==> config.mk <==
export PLATFORM = sky130hd
export DESIGN_NAME = hall_call_dispatcher_flat
export DESIGN_NICKNAME = d
export VERILOG_FILES = /design/src/rtl/hall_call_dispatcher_if.sv /design/src/rtl/hall_call_dispatcher.sv /design/src/flat_wrapper.sv
export SDC_FILE = /design/constraint.sdc
export NUM_CORES = 1
export LEC_CHECK = 0
export ABC_AREA = 1
export ABC_CLOCK_PERIOD_IN_PS = 6200
export BUFFER_PORTS_ARGS = -buffer_cell sky130_fd_sc_hd__buf_4
export CORE_MARGIN = 10
export CORE_UTILIZATION = 40
export CTS_BUF_LIST = sky130_fd_sc_hd__clkbuf_4 sky130_fd_sc_hd__clkbuf_8 sky130_fd_sc_hd__clkbuf_16
export DETAILED_ROUTE_END_ITERATION = 10
export MAX_ROUTING_LAYER = met4
export PLACE_DENSITY_LB_ADDON = 0.05
export SLEW_MARGIN = 20
export SYNTH_ARGS = -nofsm -noshare
export SYNTH_HDL_FRONTEND = slang
export SYNTH_SLANG_ARGS = --single-unit
==> constraint.sdc <==
create_clock -name clk -period 6.2 [get_ports clk]
set_clock_uncertainty 0.2 [all_clocks]
set_input_delay 0.62 -clock clk [delete_from_list [all_inputs] [get_ports clk]]
set_output_delay 0.62 -clock clk [all_outputs]
set_load 0.01 [all_outputs]
==> src/rtl/hall_call_dispatcher_if.sv <==
// Bundles the hall-call dispatcher's functional signals.
// Signal summary:
//   hall_btn      raw hall buttons, bit f = floor f
//   lift_floor    current lift floor
//   motor_signal  lift motor state: 00 idle, 11 up, 10 down
//   floor_req     request to the lift: a floor index for one cycle, else 4'hF
//   hall_lamp     one call-registered lamp per floor
//   queue_cnt     calls queued but not yet issued
//   timeout_alarm sticky alarm: an issued call was not serviced in time
// Modports:
//   master  drives the buttons and the lift feedback (the environment side)
//   slave   the dispatcher itself
interface hall_call_dispatcher_if #(
    parameter int NUM_FLOORS = 11
);
    logic [NUM_FLOORS-1:0] hall_btn;
    logic [3:0]            lift_floor;
    logic [1:0]            motor_signal;
    logic [3:0]            floor_req;
    logic [NUM_FLOORS-1:0] hall_lamp;
    logic [3:0]            queue_cnt;
    logic                  timeout_alarm;

    modport master (
        output hall_btn, lift_floor, motor_signal,
        input  floor_req, hall_lamp, queue_cnt, timeout_alarm
    );

    modport slave (
        input  hall_btn, lift_floor, motor_signal,
        output floor_req, hall_lamp, queue_cnt, timeout_alarm
    );
endinterface

==> src/rtl/hall_call_dispatcher.sv <==
// Hall-call dispatcher.
// It debounces the per-floor hall buttons and lights a lamp for each accepted
// call. Calls are queued in arrival order and issued to the lift one at a time
// as single-cycle floor requests, with idle cycles forced between requests.
// A lamp is cleared when the lift reaches a floor whose call has been issued.
// Ports:
//   clk  clock; all logic uses the rising edge
//   rst  asynchronous, active-high reset; drops every pending call
//   bus  hall_call_dispatcher_if.slave: buttons, lift feedback, request, lamps,
//        queue count and alarm
// Optional feature:
//   HALL_CALL_TIMEOUT_EN  When defined, each issued call has a service timer.
//                         If the lift does not reach the floor within
//                         TIMEOUT_CYCLES, the call is re-queued and
//                         timeout_alarm latches until reset. When undefined,
//                         timeout_alarm is tied to 0.
module hall_call_dispatcher #(
    parameter int NUM_FLOORS      = 11,
    parameter int DEBOUNCE_CYCLES = 4,
    parameter int GAP_CYCLES      = 2,
    parameter int TIMEOUT_CYCLES  = 1024
) (
    input  logic                 clk,
    input  logic                 rst,
    hall_call_dispatcher_if.slave bus
);
    localparam int              PW       = (NUM_FLOORS > 1) ? $clog2(NUM_FLOORS) : 1;
    localparam logic [4:0]      DB_HIT   = 5'(DEBOUNCE_CYCLES);
    localparam logic [4:0]      DB_SAT   = 5'(DEBOUNCE_CYCLES + 1);
    localparam logic [3:0]      NO_REQ   = 4'hF;
    localparam logic [PW-1:0]   PTR_LAST = PW'(NUM_FLOORS - 1);
    // The IDLE cycle that pops the next call already shows 4'hF, so the GAP
    // state only has to add the remaining GAP_CYCLES-1 idle cycles.
    localparam logic [3:0]      GAP_LAST = 4'(GAP_CYCLES - 1);

    typedef enum logic [1:0] {
        S_IDLE  = 2'd0,
        S_ISSUE = 2'd1,
        S_GAP   = 2'd2
    } state_t;

    state_t                state_q;
    logic [3:0]            req_q;
    logic [3:0]            gap_cnt_q;
    logic [4:0]            db_cnt_q [NUM_FLOORS];
    logic [4:0]            db_cnt_d [NUM_FLOORS];
    logic [3:0]            fifo_q   [NUM_FLOORS];
    logic [3:0]            fifo_d   [NUM_FLOORS];
    logic [NUM_FLOORS-1:0] lamp_q, lamp_d;
    logic [NUM_FLOORS-1:0] unq_q, unq_d;
    logic [NUM_FLOORS-1:0] issued_q, issued_d;
    logic [PW-1:0]         wr_ptr_q, wr_ptr_d, rd_ptr_q, rd_ptr_d;
    logic [3:0]            count_q, count_d;
    logic [NUM_FLOORS-1:0] clr_s, acc_s, set_s, to_s, push_oh_s;
    logic                  push_s, pop_s;
    logic [3:0]            push_idx_s;

    assign pop_s = (state_q == S_IDLE) && (count_q != 4'd0);

    // Debounce counters, lamp-clear detection, press acceptance and issue marking.
    always_comb begin
        for (int f = 0; f < NUM_FLOORS; f++) begin
            // The counter saturates one above the threshold, so the event
            // fires exactly once per press and needs a 0 sample to re-arm.
            db_cnt_d[f] = bus.hall_btn[f]
                        ? ((db_cnt_q[f] == DB_SAT) ? DB_SAT : db_cnt_q[f] + 5'd1)
                        : 5'd0;
            clr_s[f]    = issued_q[f] && (bus.lift_floor == 4'(f));
            // A clear on the same floor wins; a lift standing at the floor swallows the press.
            acc_s[f]    = (db_cnt_q[f] == DB_HIT) && !lamp_q[f] && !clr_s[f]
                        && !((bus.lift_floor == 4'(f)) && (bus.motor_signal == 2'b00));
            set_s[f]    = (state_q == S_ISSUE) && (req_q == 4'(f));
        end
    end

    // Enqueue selection: the lowest-index floor waiting to enter the FIFO goes first.
    always_comb begin
        push_s     = |unq_q;
        push_idx_s = 4'd0;
        push_oh_s  = '0;
        for (int f = NUM_FLOORS - 1; f >= 0; f--) begin
            push_idx_s = unq_q[f] ? 4'(f) : push_idx_s;
        end
        for (int f = 0; f < NUM_FLOORS; f++) begin
            push_oh_s[f] = push_s && (push_idx_s == 4'(f));
        end
    end

    // Next state of lamps, per-floor flags and the call FIFO.
    always_comb begin
        lamp_d   = (lamp_q & ~clr_s) | acc_s;
        issued_d = (issued_q & ~clr_s & ~to_s) | set_s;
        unq_d    = (unq_q | acc_s | to_s) & ~push_oh_s;
        fifo_d   = fifo_q;
        if (push_s) begin
            fifo_d[wr_ptr_q] = push_idx_s;
            wr_ptr_d         = (wr_ptr_q == PTR_LAST) ? '0 : wr_ptr_q + PW'(1);
        end else begin
            wr_ptr_d = wr_ptr_q;
        end
        if (pop_s) begin
            rd_ptr_d = (rd_ptr_q == PTR_LAST) ? '0 : rd_ptr_q + PW'(1);
        end else begin
            rd_ptr_d = rd_ptr_q;
        end
        case ({push_s, pop_s})
            2'b10:   count_d = count_q + 4'd1;
            2'b01:   count_d = count_q - 4'd1;
            default: count_d = count_q;
        endcase
    end

    // Datapath registers.
    always_ff @(posedge clk or posedge rst) begin
        if (rst) begin
            for (int f = 0; f < NUM_FLOORS; f++) begin
                db_cnt_q[f] <= 5'd0;
                fifo_q[f]   <= 4'd0;
            end
            lamp_q   <= '0;
            unq_q    <= '0;
            issued_q <= '0;
            wr_ptr_q <= '0;
            rd_ptr_q <= '0;
            count_q  <= 4'd0;
        end else begin
            db_cnt_q <= db_cnt_d;
            fifo_q   <= fifo_d;
            lamp_q   <= lamp_d;
            unq_q    <= unq_d;
            issued_q <= issued_d;
            wr_ptr_q <= wr_ptr_d;
            rd_ptr_q <= rd_ptr_d;
            count_q  <= count_d;
        end
    end

    // Issue FSM: pop one call, drive it for a single cycle, then hold off.
    always_ff @(posedge clk or posedge rst) begin
        if (rst) begin
            state_q   <= S_IDLE;
            req_q     <= NO_REQ;
            gap_cnt_q <= 4'd0;
        end else begin
            case (state_q)
                S_IDLE: begin
                    if (pop_s) begin
                        state_q <= S_ISSUE;
                        req_q   <= fifo_q[rd_ptr_q];
                    end else begin
                        state_q <= S_IDLE;
                        req_q   <= NO_REQ;
                    end
                end
                S_ISSUE: begin
                    req_q     <= NO_REQ;
                    gap_cnt_q <= 4'd1;
                    state_q   <= (GAP_CYCLES <= 1) ? S_IDLE : S_GAP;
                end
                S_GAP: begin
                    req_q <= NO_REQ;
                    if (gap_cnt_q >= GAP_LAST) begin
                        state_q <= S_IDLE;
                    end else begin
                        gap_cnt_q <= gap_cnt_q + 4'd1;
                    end
                end
                default: begin
                    state_q <= S_IDLE;
                    req_q   <= NO_REQ;
                end
            endcase
        end
    end

`ifdef HALL_CALL_TIMEOUT_EN
    localparam int            TW      = $clog2(TIMEOUT_CYCLES + 1);
    localparam logic [TW-1:0] TO_LAST = TW'(TIMEOUT_CYCLES - 1);

    logic [TW-1:0] timer_q [NUM_FLOORS];
    logic [TW-1:0] timer_d [NUM_FLOORS];
    logic          alarm_q, alarm_d;

    // Service timers: restart on every issue, expire TIMEOUT_CYCLES edges later.
    always_comb begin
        for (int f = 0; f < NUM_FLOORS; f++) begin
            timer_d[f] = set_s[f] ? '0 : (issued_q[f] ? timer_q[f] + TW'(1) : '0);
            to_s[f]    = issued_q[f] && !clr_s[f] && (timer_q[f] == TO_LAST);
        end
        alarm_d = alarm_q | (|to_s);
    end

    // Timer and sticky alarm registers.
    always_ff @(posedge clk or posedge rst) begin
        if (rst) begin
            for (int f = 0; f < NUM_FLOORS; f++) begin
                timer_q[f] <= '0;
            end
            alarm_q <= 1'b0;
        end else begin
            timer_q <= timer_d;
            alarm_q <= alarm_d;
        end
    end

    assign bus.timeout_alarm = alarm_q;
`else
    assign to_s              = '0;
    assign bus.timeout_alarm = 1'b0;
`endif

    assign bus.floor_req = req_q;
    assign bus.hall_lamp = lamp_q;
    assign bus.queue_cnt = count_q;
endmodule

==> src/flat_wrapper.sv <==
// flat-port wrapper written by rule: the top's interface ports become plain ports
module hall_call_dispatcher_flat 
#(
    parameter int NUM_FLOORS      = 11,
    parameter int DEBOUNCE_CYCLES = 4,
    parameter int GAP_CYCLES      = 2,
    parameter int TIMEOUT_CYCLES  = 1024
)
  (clk, rst, bus_hall_btn, bus_lift_floor, bus_motor_signal, bus_floor_req, bus_hall_lamp, bus_queue_cnt, bus_timeout_alarm);
  hall_call_dispatcher_if #(.NUM_FLOORS(NUM_FLOORS)) bus_i ();
  input  logic clk;
  input  logic rst;
  input wire logic [$bits(bus_i.hall_btn)-1:0] bus_hall_btn;
  input wire logic [$bits(bus_i.lift_floor)-1:0] bus_lift_floor;
  input wire logic [$bits(bus_i.motor_signal)-1:0] bus_motor_signal;
  output wire logic [$bits(bus_i.floor_req)-1:0] bus_floor_req;
  output wire logic [$bits(bus_i.hall_lamp)-1:0] bus_hall_lamp;
  output wire logic [$bits(bus_i.queue_cnt)-1:0] bus_queue_cnt;
  output wire logic [$bits(bus_i.timeout_alarm)-1:0] bus_timeout_alarm;
  assign bus_i.hall_btn = bus_hall_btn;
  assign bus_i.lift_floor = bus_lift_floor;
  assign bus_i.motor_signal = bus_motor_signal;
  assign bus_floor_req = bus_i.floor_req;
  assign bus_hall_lamp = bus_i.hall_lamp;
  assign bus_queue_cnt = bus_i.queue_cnt;
  assign bus_timeout_alarm = bus_i.timeout_alarm;
  hall_call_dispatcher #(.NUM_FLOORS(NUM_FLOORS), .DEBOUNCE_CYCLES(DEBOUNCE_CYCLES), .GAP_CYCLES(GAP_CYCLES), .TIMEOUT_CYCLES(TIMEOUT_CYCLES)) u_core (.clk(clk), .rst(rst), .bus(bus_i));
endmodule
==> results.txt, run 1 <==
- The first global-routing pass estimated ~29000 microns of wire.
- The number of pins exceeding their max-slew limit in the final report is 0.
- TritonCTS clock tree: done
- Number of ports placed on the die boundary: 39
- Shortest period the worst path allows: 2.70 ns
- HPWL after DPL: 12400 microns
- The tree is rooted in a clkbuf_16.
* Sequential-to-total area share from yosys stat: 0.497
* Diodes inserted: 0
- Final period utilization: 0.435
- The die covers 0.0254 sq mm.
* Gate count of the mapped netlist: 850
* Maximum clock frequency: 371 MHz
- In this run, placement finished with an instance count of roughly 1.1k.
- Across all layers, the routed design uses approximately 5.7k vias.
- Final cell count without fillers: 1169
- Arrival time worst endpoint: ~2.8 ns
* Worst min-delay path class: input port to asynchronous set/reset pin
- Number of nets in the layout: 955
- For the pin with the worst max-slew slack, the measured transition is 0.875 ns.
* Initial cell density of the core: 0.411
- Number of hold violations in the final report: 0
* Placed Instance Area: about 0.0083 sq mm
* Post-CTS repair timing setup buffer count: 0
- The number of global-route vias before repair came to 5788.
- Summed over all cells, the static leakage comes to 4.30 nW.
- In the global route stage, overall resource usage came out at 0.144.
- In the final timing run, aggregate negative setup slack is 0 ns.
* IR drop worst, VDD: approximately 0.00023 V
- Setup slack on the critical path of the routed design comes to 3.50 ns.
- Die span in y: 159 microns
- Hold-fix buffer count after cts: 0
- In the final routed layout, each cell accounts on average for 14.6 microns.
* Post-detailed-route count of antenna-violating nets: 0
- Setup repair after global routing left no endpoint under its margin.
- Clock-pin slew was measured on the worst setup and hold paths at about 0.06 ns.
- Outcome: completed
- Std-Cell Core Area: 0.0189 sq mm
* Worst Setup Slack post-DPL: 3.50 ns
* Flop and latch count out of synthesis: 154
- The commonest cells after synthesis are dfrtp_1, inv_1, nand2_1.
- Depth of the worst register-to-register path: 12
- Total number of yosys warnings: 0
- The total overflow left after global routing is 0.
- For this run, design rule violations remaining after detail routing come to 0.
* Iteration count of the initial detailed-routing pass: 4
- STA puts the critical path data required time at 6.31 ns.
- Relative slew slack: 0.416
* Critical path peak fanout: 14
- When the netlist entered floorplanning its net count stood at 909.
- In this run, the number of DRC markers left after iteration 0 of detailed routing was 284.
- Buffers placed on the I/O ports in this run total 37.
- Kind of start point of the critical path: flop
- At the end of routability-driven placement, the weighted congestion stood at 0.870.
- Critical path type: flop to flop
- Of the post-synthesis cell area, the dominant cell type holds 0.483.
* Post-Route WL: 17100 microns
* Layout Cell Area excl Fill: between 0.008 and 0.009 sq mm
- The number of antenna violations at the first check in global routing came to 0.
- Of the cells placed in the final design, the portion with a size suffix greater than 1 is 0.155.
- From synthesis to final layout, the design area changed by 14.7%.
- Gates resized during post-CTS repair numbered 0.
- Dominant cell type by area after synthesis: dfrtp_1
- Vias per Instance: between 4 and 5
- The die is 159 microns wide.
- Max capacitance violation total: 0
* Top post-synthesis cells by area: dfrtp_1, inv_1, ha_1
- Total number of placement rows: 50
* Post-Syn Area per Cell: 9.14 sq um
* Area of the mapped netlist: between 0.007 and 0.008 sq mm
- Of all flip-flops after synthesis, the portion carrying an async set or reset was 1.00.
* Yosys cell types: 43
- Number of enable-type register cells in the synthesized netlist: 0
* Total setup violations reported at the end of the flow: 0
- Clock tree synthesis inserted a total of 17 buffers.
- For the worst-skew pair, the clock arrives at the later sink with an insertion delay of 0.43 ns.
* Number of sinks handled by clock tree synthesis: ~150
- Entering global routing, the biggest net connects 87 pins.
- Critical path endpoint category: flop
- Number of buffers between clock root and the deepest sink: 2
* Filler instances: 1812
* Predominant post-synthesis flop cell: dfrtp_1
- dfrtp_1 is the most common cell in the netlist.
- Power density over cell area: 460 mW/mm^2
* CTS HTree Levels: 4
==> worst paths after layout <==
path                                                 start                                  end  slack (ns)
setup / recovery                 u_core.unq_q[7]$_DFF_PP0_  u_core.bus.queue_cnt[3]$_DFFE_PP0P_        3.50
hold reg to reg            u_core.gap_cnt_q[2]$_DFFE_PP0P_      u_core.gap_cnt_q[2]$_DFFE_PP0P_        0.29
min in group clk                           bus_hall_btn[4]        u_core.db_cnt_q[34]$_DFF_PP0_        0.25
setup reg to reg                 u_core.unq_q[7]$_DFF_PP0_  u_core.bus.queue_cnt[3]$_DFFE_PP0P_        3.50
hold / removal                                         rst        u_core.db_cnt_q[51]$_DFF_PP0_        0.14
max in group asynchronous                              rst        u_core.fifo_q[42]$_DFFE_PP0P_        4.27
==> cell families after synthesis <==
| logic type | after synthesis | synth area share |
|---|---|---|
| simple gates | 317 | 0.203 |
| buf+inv | 158 | 0.0813 |
| flops | 154 | 0.497 |
| compound gates | 144 | 0.113 |
| fa+ha+maj | 40 | 0.0654 |
| xor+xnor | 36 | 0.0406 |
| other cells | 1 | 0.000483 |
==> placed cells by master, fill, tap and decap left out, drive strengths merged <==
cell      count
nor2         95
a22oi         7
o32ai         4
o211ai        9
fa            1
clkinv        4
clkinvlp      3
conb          1
o21ai        76
nand2       123
xnor2         9
bufinv        3
dfstp         4
ha           39
o22ai         7
o2111ai       3
buf          38
nand3b        1
a31oi         7
or2           6
nand4        14
a21oi        26
inv         148
xor2         27
nor3         18
clkbuf       21
a211o         5
dfrtp       150
nand3        60
==> per-layer routing <==
metal / vias to the layer above / GRT usage / wire length, microns
li1: 2844 / - / -
met1: 2716 / 0.180 / 8070
met4: 0 / 0.0421 / 162
met5: - / - / 0
met2: 80 / 0.229 / 8340
met3: 16 / 0.0315 / 529
==> through the flow <==
stage,hold slack (ns),total power [W],util
after detailed placement,0.281,0.00306,0.439
after global placement,0.273,0.00303,0.439
after CTS,0.175,0.00415,0.472
after floorplan,0.248,0.00262,-
after global routing,0.220,0.00441,0.472
final,0.141,0.00410,0.472
==> report_power, final <==
group          total, W  switching, W  internal [W]
combinational   0.00148      0.000976      0.000503
sequential      0.00155      0.000237       0.00131
clock           0.00107      0.000417      0.000656
total           0.00410       0.00163       0.00247
==> cell type report <==
type	count	area [sq um]	area share
Tap cell	260	325	0.0365
Inverter	147	557	0.0625
Sequential cell	154	3860	0.433
Timing Repair Buffer	38	285	0.0320
Multi-Input combinational cell	538	3280	0.368
Clock inverter	11	145	0.0163
Clock buffer	21	462	0.0518
==> sequential cells by signal (all words and copies together) (netlist names) <==
register / cells
u_core.bus.queue_cnt: 4
u_core.bus.floor_req: 4
u_core.state_q: 2
u_core.rd_ptr_q: 4
u_core.fifo_q: 44
u_core.gap_cnt_q: 4
u_core.unq_q: 11
u_core.wr_ptr_q: 4
u_core.bus.hall_lamp: 11
u_core.issued_q: 11
u_core.db_cnt_q: 55
==> worst max-delay path, cell delays in order (launching register included) <==
cell     delay [ns]
dfrtp_1        0.37
nor2_1         0.19
nand3_2        0.17
nor2_8         0.14
nand2_4        0.20
inv_2          0.16
ha_1           0.25
ha_1           0.30
a21oi_1        0.14
nand2_1        0.08
a21oi_1        0.12
o21ai_0        0.11
xor2_1         0.15
Note: power is estimated with default switching activity, not from simulation.
==> run 2: changes to the inputs <==
Settings changed: ABC_AREA 1 to 0, ABC_CLOCK_PERIOD_IN_PS 6200 to 2700.
Clock period 6.2 ns to 2.7 ns, I/O delays scaled along.
==> run 2 against run 1 <==
Against the previous run:
- routed wire length shrank 2.3%
- register-to-register slack worse by 3.2 ns
- worst setup slack got worse by 3.2 ns
- via count shrank 8.2%
- cell area grew 3.9%
- sequential cell count is the same
- count of clock-buffer cells in the layout is the same
- non-clock buffer count up 29
- sequential share of layout area fell by 1.6 points
- cell count fell by 13%
- synthesized cell count shrank 21%
- critical path depth decreased by 4
==> results.txt, run 2 <==
- The power per cell area came to 1040 mW/mm^2 (+130%).
* CP max stage delay: 0.44 ns (+0.07 ns)
* Mapped Nets: 734 (-19%)
- The min-delay analysis places its worst path in the category input port to flop.
- Weighted congestion reported at the end of routability-driven placement: 0.814 (-6.4%)
* TritonCTS clock tree: done
- Top library cells by usage in the layout, fill and taps aside: dfrtp_1, buf_4, nand3_1
* Post-Syn Area per Cell: 11.7 sq um (+28%)
- The leakage power total is 4.05 nW (-5.8%).
- Cell at the root of the clock tree: clkbuf_16
- The cell count after synthesis was 675 (-21%).
- Crit path buf inv count: 0 (-1)
- The hold violation count in the final report was 0 (unchanged).
* Number of enable-type register cells in the synthesized netlist: 0 (unchanged)
* Initial cell density of the core: 0.406 (-0.00540)
* Predominant post-synthesis flop cell: dfrtp_1
- The width of the chip was 161 microns (+0.72%).
- Total CTS buffers: 17 (unchanged)
- The number of inserted filler cells in the final layout is 1787 (-1.4%).
- The data required time of the worst path is 2.80 ns (-3.51 ns).
- The post-detailed-route DRC marker count was 0 (unchanged).
- Die span in y: 161 microns (+0.72%)
- Critical path endpoint category: flop
- Yosys cell types: 69 (+60%)
- The register cell area after layout was 0.00386 sq mm (unchanged).
- The number of antenna violations at the first check in global routing was 0 (unchanged).
- Transition at the pin with the smallest max-transition slack: 0.700 ns (-0.175 ns)
- Outcome: completed
- The latest clock arrival within the worst-skew pair is 0.43 ns (about the same).
- RSZ-0062 raised after global routing: no
- The average wire length per cell after detail routing is 16.4 microns (+12%).
- Std-Cell Core Area: 0.0195 sq mm (+3.0%)
* Max capacitance violation total: 0 (unchanged)
- The largest individual stage delay along the critical path comes from the cell dfrtp_1.
* Post-detailed-route count of antenna-violating nets: 0 (unchanged)
* Cell type group with the largest total delay on the critical path: simple AND/OR/NAND/NOR gates
- Total number of yosys warnings: 0 (unchanged)
- Top cells by instance count after synthesis: dfrtp_1, nand3_1, ha_1
- I/O Buffers: 37 (unchanged)
- Sequential-to-total area share from yosys stat: 0.489 (-0.00811)
* Iteration count of the initial detailed-routing pass: 4 (unchanged)
- Largest register by flop count: u_core.db_cnt_q
- The critical path in this run is classified as flop to flop.
- The final core utilization was 0.476 (+0.00401).
- The final setup violation count came to 0 (unchanged).
- GRT Util Overall: 0.138 (-0.00529)
* Dominant cell type by area after synthesis: dfrtp_1
* Clock transition at path regs: 0.06 ns (about the same)
- The number of sinks on the clock net is 154 (unchanged).
- Yosys instantiated no cell more often than dfrtp_1.
* Total via count in the routed design: 5192 (-8.2%)
- The count of boundary I/O pins is 39 (unchanged).
- Critical path peak fanout: 7 (-7)
- The signal on the critical path passes through nor4_4 > and3_4 > ha_2 > ha_1 > a21oi_1 > o21ai_0 > nand2_1 > o211ai_1.
- The overall die area came to 0.0258 sq mm (+1.4%).
* IR drop worst, VDD: 0.000508 V (+120%)
- The wire length reported by the detailed router is 16700 microns (-2.3%).
* Number of nets in the layout: 799 (-16%)
- Most common library cell in the layout ignoring fill and taps: dfrtp_1
- Share of post-route cells with drive strength above 1: 0.227 (+0.0720)
* Post-CTS repair timing setup buffer count: 0 (unchanged)
- The top achievable clock speed was 409 MHz (+10%).
- Number of pins with negative max-slew slack in the final report: 0 (unchanged)
* Number of global-route vias before repair: 5425 (-6.3%)
- The max-slew headroom at the worst pin came to 0.530 (+0.114).
* Area growth syn-to-layout: 17.2%
- Total number of placement rows: 51 (+2.0%)
- Shortest period the worst path allows: 2.45 ns (-0.252 ns)
* Sum of overflow across all layers after global routing: 0 (unchanged)
- The endpoint arrival time on the critical path is 2.54 ns (-0.26 ns).
- The flip-flop and latch count after synthesis came to 154 (unchanged).
* Number of buffers between clock root and the deepest sink: 2 (unchanged)
- The proportion of netlist area held by the largest area contributor is 0.475 (-0.00789).
- The total negative slack was 0 ns (unchanged).
- The multi-input gate area in the final layout came to 0.00378 sq mm (+16%).
- Largest net degree at the start of global routing: 82 (-5.7%)
- HPWL after DPL: 12100 microns (-3.0%)
* Detailed router's first-iteration violation count: 185 (-35%)
- The global-route wire length before repair was 28300 microns (-2.6%).
- Number of flip-flops under the largest register name: 55 (unchanged)
* Area of the mapped netlist: 0.00790 sq mm (+1.7%)
- Diodes inserted: 0 (unchanged)
- Largest registers in the final layout: u_core.db_cnt_q x55, u_core.fifo_q x44
* Vias per Instance: 5.10 (+5.4%)
- CTS HTree Levels: 4 (unchanged)
- The proportion of synthesized flip-flops having asynchronous set or reset came to 1.00 (unchanged).
- Final period utilization: 0.906 (+0.471)
- Kind of start point of the critical path: flop
- Yosys attributes the largest share of cell area to dfrtp_1, ha_1, mux2_2.
-- run 2: changes by cell type in the layout (fill, tap and decap cells not counted), sizes merged, moves of 19 or more --
cell / before / now
a21boi: 0 / 20
and3: 0 / 20
inv: 148 / 37
mux2: 0 / 44
nand2: 123 / 26
nand3: 60 / 41
nor2: 95 / 33
nor2b: 0 / 20
o21ai: 76 / 11
xnor2: 9 / 29
xor2: 27 / 2
-- run 2: tightest hold or removal path: cells and delay by family --
kind	cells	cell delay (ns)
AOI/OAI and AO/OA	1	0.12
and+or+nand+nor	1	0.10
buffers and inverters	1	0.13
-- run 2: logic make-up (layout without fill, tap and decap cells) --
| logic type | count (synthesis) | after routing | synth area share |
|---|---|---|---|
| AND/OR/NAND/NOR | 219 | 219 | 0.173 |
| flip-flops | 154 | 154 | 0.489 |
| AO/OA/AOI/OAI | 114 | 114 | 0.108 |
| buffers and inverters | 59 | 137 | 0.0342 |
| multiplexers | 57 | 57 | 0.0971 |
| adder cells (fa/ha/maj) | 40 | 40 | 0.0643 |
| XOR/XNOR | 31 | 31 | 0.0344 |
| other | 1 | 1 | 0.000475 |
-- run 2: per-stage QoR --
step | cells | power [W] | instance area [sq um] | setup slack, ns | hold WS (ns)
after global routing | 1018 | 0.0102 | 9260 | 0.0445 | 0.0432
after CTS | 1018 | 0.00968 | 9240 | 0.0831 | 0.0331
after detailed placement | 972 | 0.00724 | 8510 | 0.0983 | 0.0239
after floorplan | 675 | 0.00620 | 7900 | 0.165 | 0.199
after global placement | 972 | 0.00715 | 8510 | 0.271 | 0.0216
final | 1018 | 0.00959 | 9260 | 0.254 | 0.0450
-- run 2: area by class of cell --
cell class	count	area share
sequential	154	0.417
multi-input combinational	462	0.409
timing repair buffer	67	0.0595
clock buffer	21	0.0499
tap	265	0.0358
inverter	38	0.0158
clock inverter	11	0.0132
-- run 2: report_power, final --
group / total [W] / internal, W / switching [W]
clock: 0.00238 / 0.00141 / 0.000966
combinational: 0.00344 / 0.00173 / 0.00172
sequential: 0.00377 / 0.00304 / 0.000733
total: 0.00959 / 0.00618 / 0.00341
-- run 2: what timing repair did --
item,CTS,global route
hold endpoints to repair,165,0
gates resized for setup,0,3
hold buffers,14,0
endpoints found under the setup margin,0,1
-- run 2: metal layers --
layer  GRT usage  part of all wire  vias up  wire length [microns]
li1            -                 -     2529                      -
met1       0.180              0.48     2581                   8080
met2       0.213              0.48       70                   7990
met4      0.0401            0.0095        0                    159
met3      0.0320             0.029       12                    477
met5           -                 0        -                      0
-- run 2: final timing paths --
path	from	to	slack, ns	cells past startpoint
max in group asynchronous	rst	u_core.db_cnt_q[19]$_DFF_PP0_	1.38	4
max	u_core.unq_q[5]$_DFF_PP0_	u_core.bus.queue_cnt[3]$_DFFE_PP0P_	0.25	8
min in group asynchronous	rst	u_core.bus.queue_cnt[0]$_DFFE_PP0P_	0.12	3
max reg2reg	u_core.unq_q[5]$_DFF_PP0_	u_core.bus.queue_cnt[3]$_DFFE_PP0P_	0.25	8
min	bus_lift_floor[0]	u_core.issued_q[3]$_DFF_PP0_	0.05	3
min reg2reg	u_core.state_q[1]$_DFFE_PP0P_	u_core.state_q[0]$_DFFE_PP0P_	0.28	1
==> run 3: changes to the inputs <==
Settings changed: CORE_MARGIN 10 to default, REMOVE_ABC_BUFFERS from default to 1.
==> run 3 against run 2 <==
Against the previous run:
- sequential share of layout area is 0.056 points higher
- fmax fell by 3.0%
- first-iteration DRC count is 43% higher
- combinational power about the same
- global-route usage is 4.4 points higher
- worst setup slack got worse by 0.076 ns
- cell count stayed put
- sequential power about the same
- via count about the same
- core utilization grew 0.092 points
- routed wire length fell by 2.3%
- largest cell class unchanged
==> results.txt, run 3 (same netlist as run 2, synthesis figures left out) <==
* Outcome: completed
- In this run the worst setup path begins at u_core.unq_q[0]$_DFF_PP0_.
- Die width: 143 microns (-11%)
* Area growth syn-to-layout: 17.1%
- I/O Buffers: 37 (unchanged)
* Top library cells by usage in the layout, fill and taps aside: dfrtp_1, buf_4, nand3_1
- The final antenna-violating net count came to 0 (unchanged).
- Number of global-route vias before repair: 5395 (-0.55%)
- Reg-to-reg startpoint: u_core.unq_q[0]$_DFF_PP0_
* Total CTS buffers: 17 (unchanged)
- Detailed router's first-iteration violation count: 265 (+43%)
* Kind of start point of the critical path: flop
- Layout Cell Area excl Fill: 0.00924 sq mm (-0.14%)
* Transition at the pin with the smallest max-transition slack: 0.680 ns (-0.0205 ns)
- Initial cell density of the core: 0.407 (+0.00133)
- The path with the worst hold slack has its endpoint at u_core.bus.hall_lamp[3]$_DFF_PP0_.
- Number of ports placed on the die boundary: 39 (unchanged)
* Slowest-stage cell, CP: dfrtp_1
- The fraction of final layout cells with drive strength greater than 1 is 0.227 (unchanged).
* GRT Util Overall: 0.182 (+0.0436)
* Number of hold violations in the final report: 0 (unchanged)
* Critical path peak fanout: 7 (unchanged)
- Antenna violations before repair: 0 (unchanged)
- Post-Route WL: 16300 microns (-2.3%)
- IR drop worst, VDD: 0.000546 V (+7.6%)
- Die span in y: 143 microns (-11%)
- Sum of overflow across all layers after global routing: 0 (unchanged)
- HPWL after DPL: 11900 microns (-1.6%)
- The post-detailed-route DRC marker count came to 0 (unchanged).
- Number of flip-flops under the largest register name: 55 (unchanged)
- Power density over cell area: 1030 mW/mm^2 (-0.32%)
- The wire length the detailed router placed on met1 is 7870 microns (-2.6%).
* Post-CTS repair timing setup buffer count: 0 (unchanged)
- Worst Setup Slack post-DPL: 0.199 ns (+0.100 ns)
- The number of detailed-routing iterations run before antenna repair came to 4 (unchanged).
- Max capacitance violation total: 0 (unchanged)
* Relative slew slack: 0.546 (+0.0159)
- Shortest period the worst path allows: 2.52 ns (+0.0756 ns)
- Total via count in the routed design: 5197 (+0.096%)
* Weighted congestion reported at the end of routability-driven placement: 0.816 (+0.18%)
- The maximum root-to-sink buffer count came to 2 (unchanged).
- The post-place instance area came to 0.00852 sq mm (+0.10%).
- Setup repair after global routing left no endpoint under its margin.
* Routed length on met3: 438 microns (-8.2%)
- Cells along the critical path: nor4_2 > and3_4 > ha_1 > ha_1 > a21oi_1 > o211ai_1 > nand4b_1 > o211ai_1
- Setup slack on the worst flop-to-flop path: 0.18 ns (-0.08 ns)
- Largest net degree at the start of global routing: 56 (-32%)
* Number of nets in the layout: 799 (unchanged)
- TritonCTS clock tree: done
* Required time of the critical path: 2.79 ns (about the same)
* Diodes inserted: 0 (unchanged)
- Total setup violations reported at the end of the flow: 0 (unchanged)
* Top routing layer in use: met4
- Vias per Instance: 5.11 (about the same)
- The overall die area was 0.0203 sq mm (-21%).
- Launch instance of the worst min-delay path: bus_lift_floor[0]
* Critical path endpoint category: flop
- The latest clock arrival within the worst-skew pair came to 0.42 ns (about the same).
- Global-route wire length before repair: 27800 microns (-2.0%)
* Most common library cell in the layout ignoring fill and taps: dfrtp_1
- Final period utilization: 0.934 (+0.0280)
- The top achievable clock speed is 397 MHz (-3.0%).
* Routed wire length per instance: 16.0 microns (-2.3%)
- Cell at the root of the clock tree: clkbuf_16
- The slack of the critical path was 0.179 ns (-0.0756 ns).
* Sum of negative setup slack: 0 ns (unchanged)
* Depth of the worst register-to-register path: 8 (unchanged)
- Broken down by cell family, the worst path's largest delay share belongs to simple AND/OR/NAND/NOR gates.
* Capturing point of the worst reg2reg path: u_core.bus.queue_cnt[3]$_DFFE_PP0P_
- The largest registers in the layout are u_core.db_cnt_q x55, u_core.fifo_q x44.
- Crit path buf inv count: 0 (unchanged)
- CTS HTree Levels: 4 (unchanged)
* Number of sinks handled by clock tree synthesis: 154 (unchanged)
* Worst min-delay path class: input port to flop
* Largest register by flop count: u_core.db_cnt_q
* Met2 WL: 7880 microns (-1.4%)
- The worst hold path depth came to 3 (unchanged).
- Total number of placement rows: 51 (unchanged)
- The CTS clock-pin slew for the worst setup and hold paths came to 0.06 ns (about the same).
* Leak pwr: 4.06 nW (+0.13%)
* CP max stage delay: 0.43 ns (about the same)
* Arrival time worst endpoint: 2.61 ns (+0.07 ns)
- The number of pins exceeding their max-slew limit in the final report was 0 (unchanged).
* Critical path type: flop to flop
- Final core area utilization: 0.477 (+0.000919)
- The placeable core region came to 0.0194 sq mm (-0.33%).
run 3: how the worst max path moves through the flow:
stage | end | slack [ns] | depth (start not counted)
2_1_floorplan | u_core.bus.hall_lamp[0]$_DFF_PP0_ | -1.91 | 1
3_3_place_gp | u_core.bus.queue_cnt[3]$_DFFE_PP0P_ | 0.28 | 8
3_5_place_dp | u_core.bus.queue_cnt[3]$_DFFE_PP0P_ | 0.20 | 8
4_1_cts | u_core.bus.queue_cnt[3]$_DFFE_PP0P_ | 0.19 | 8
5_1_grt | u_core.bus.queue_cnt[3]$_DFFE_PP0P_ | 0.03 | 8
6_report | u_core.bus.queue_cnt[3]$_DFFE_PP0P_ | 0.18 | 8
run 3: worst reg2reg max path, cell delays in order, from the launching register on:
cell	delay (ns)
dfrtp_1	0.43
nor4_2	0.38
and3_4	0.27
ha_1	0.28
ha_1	0.27
a21oi_1	0.24
o211ai_1	0.12
nand4b_1	0.12
o211ai_1	0.09
run 3: per-layer routing:
layer	vias up	global-route usage
li1	2527	-
met1	2612	0.230
met2	49	0.294
met3	9	0.0417
met4	0	0.0470
met5	-	-
run 3: timing repair:
| action | CTS | global route |
|---|---|---|
| endpoints found under the setup margin | 0 | 1 |
| hold buffers | 13 | 0 |
| endpoints found under the hold margin | 105 | 0 |
| resized for setup | 0 | 1 |
run 3: cell type report:
cell class	instances	area, sq um
Clock buffer	21	462
Timing Repair Buffer	67	548
Tap cell	265	332
Fill cell	1825	10200
Clock inverter	11	123
Sequential cell	154	3860
Multi-Input combinational cell	462	3770
Inverter	38	148
run 3: report_power, final:
part / internal, W / total (W) / switching, W / leakage [nW]
sequential: 0.00304 / 0.00377 / 0.000731 / 1.96
combinational: 0.00173 / 0.00341 / 0.00168 / 1.82
clock: 0.00141 / 0.00237 / 0.000954 / 0.279
run 3: per-stage QoR:
stage	power [W]	instances	hold slack [ns]
after floorplan	0.00602	654	0.199
after global placement	0.00716	973	0.162
after detailed placement	0.00723	973	0.173
after CTS	0.00966	1018	0.00573
after global routing	0.0102	1018	0.0435
final	0.00955	1018	0.0242
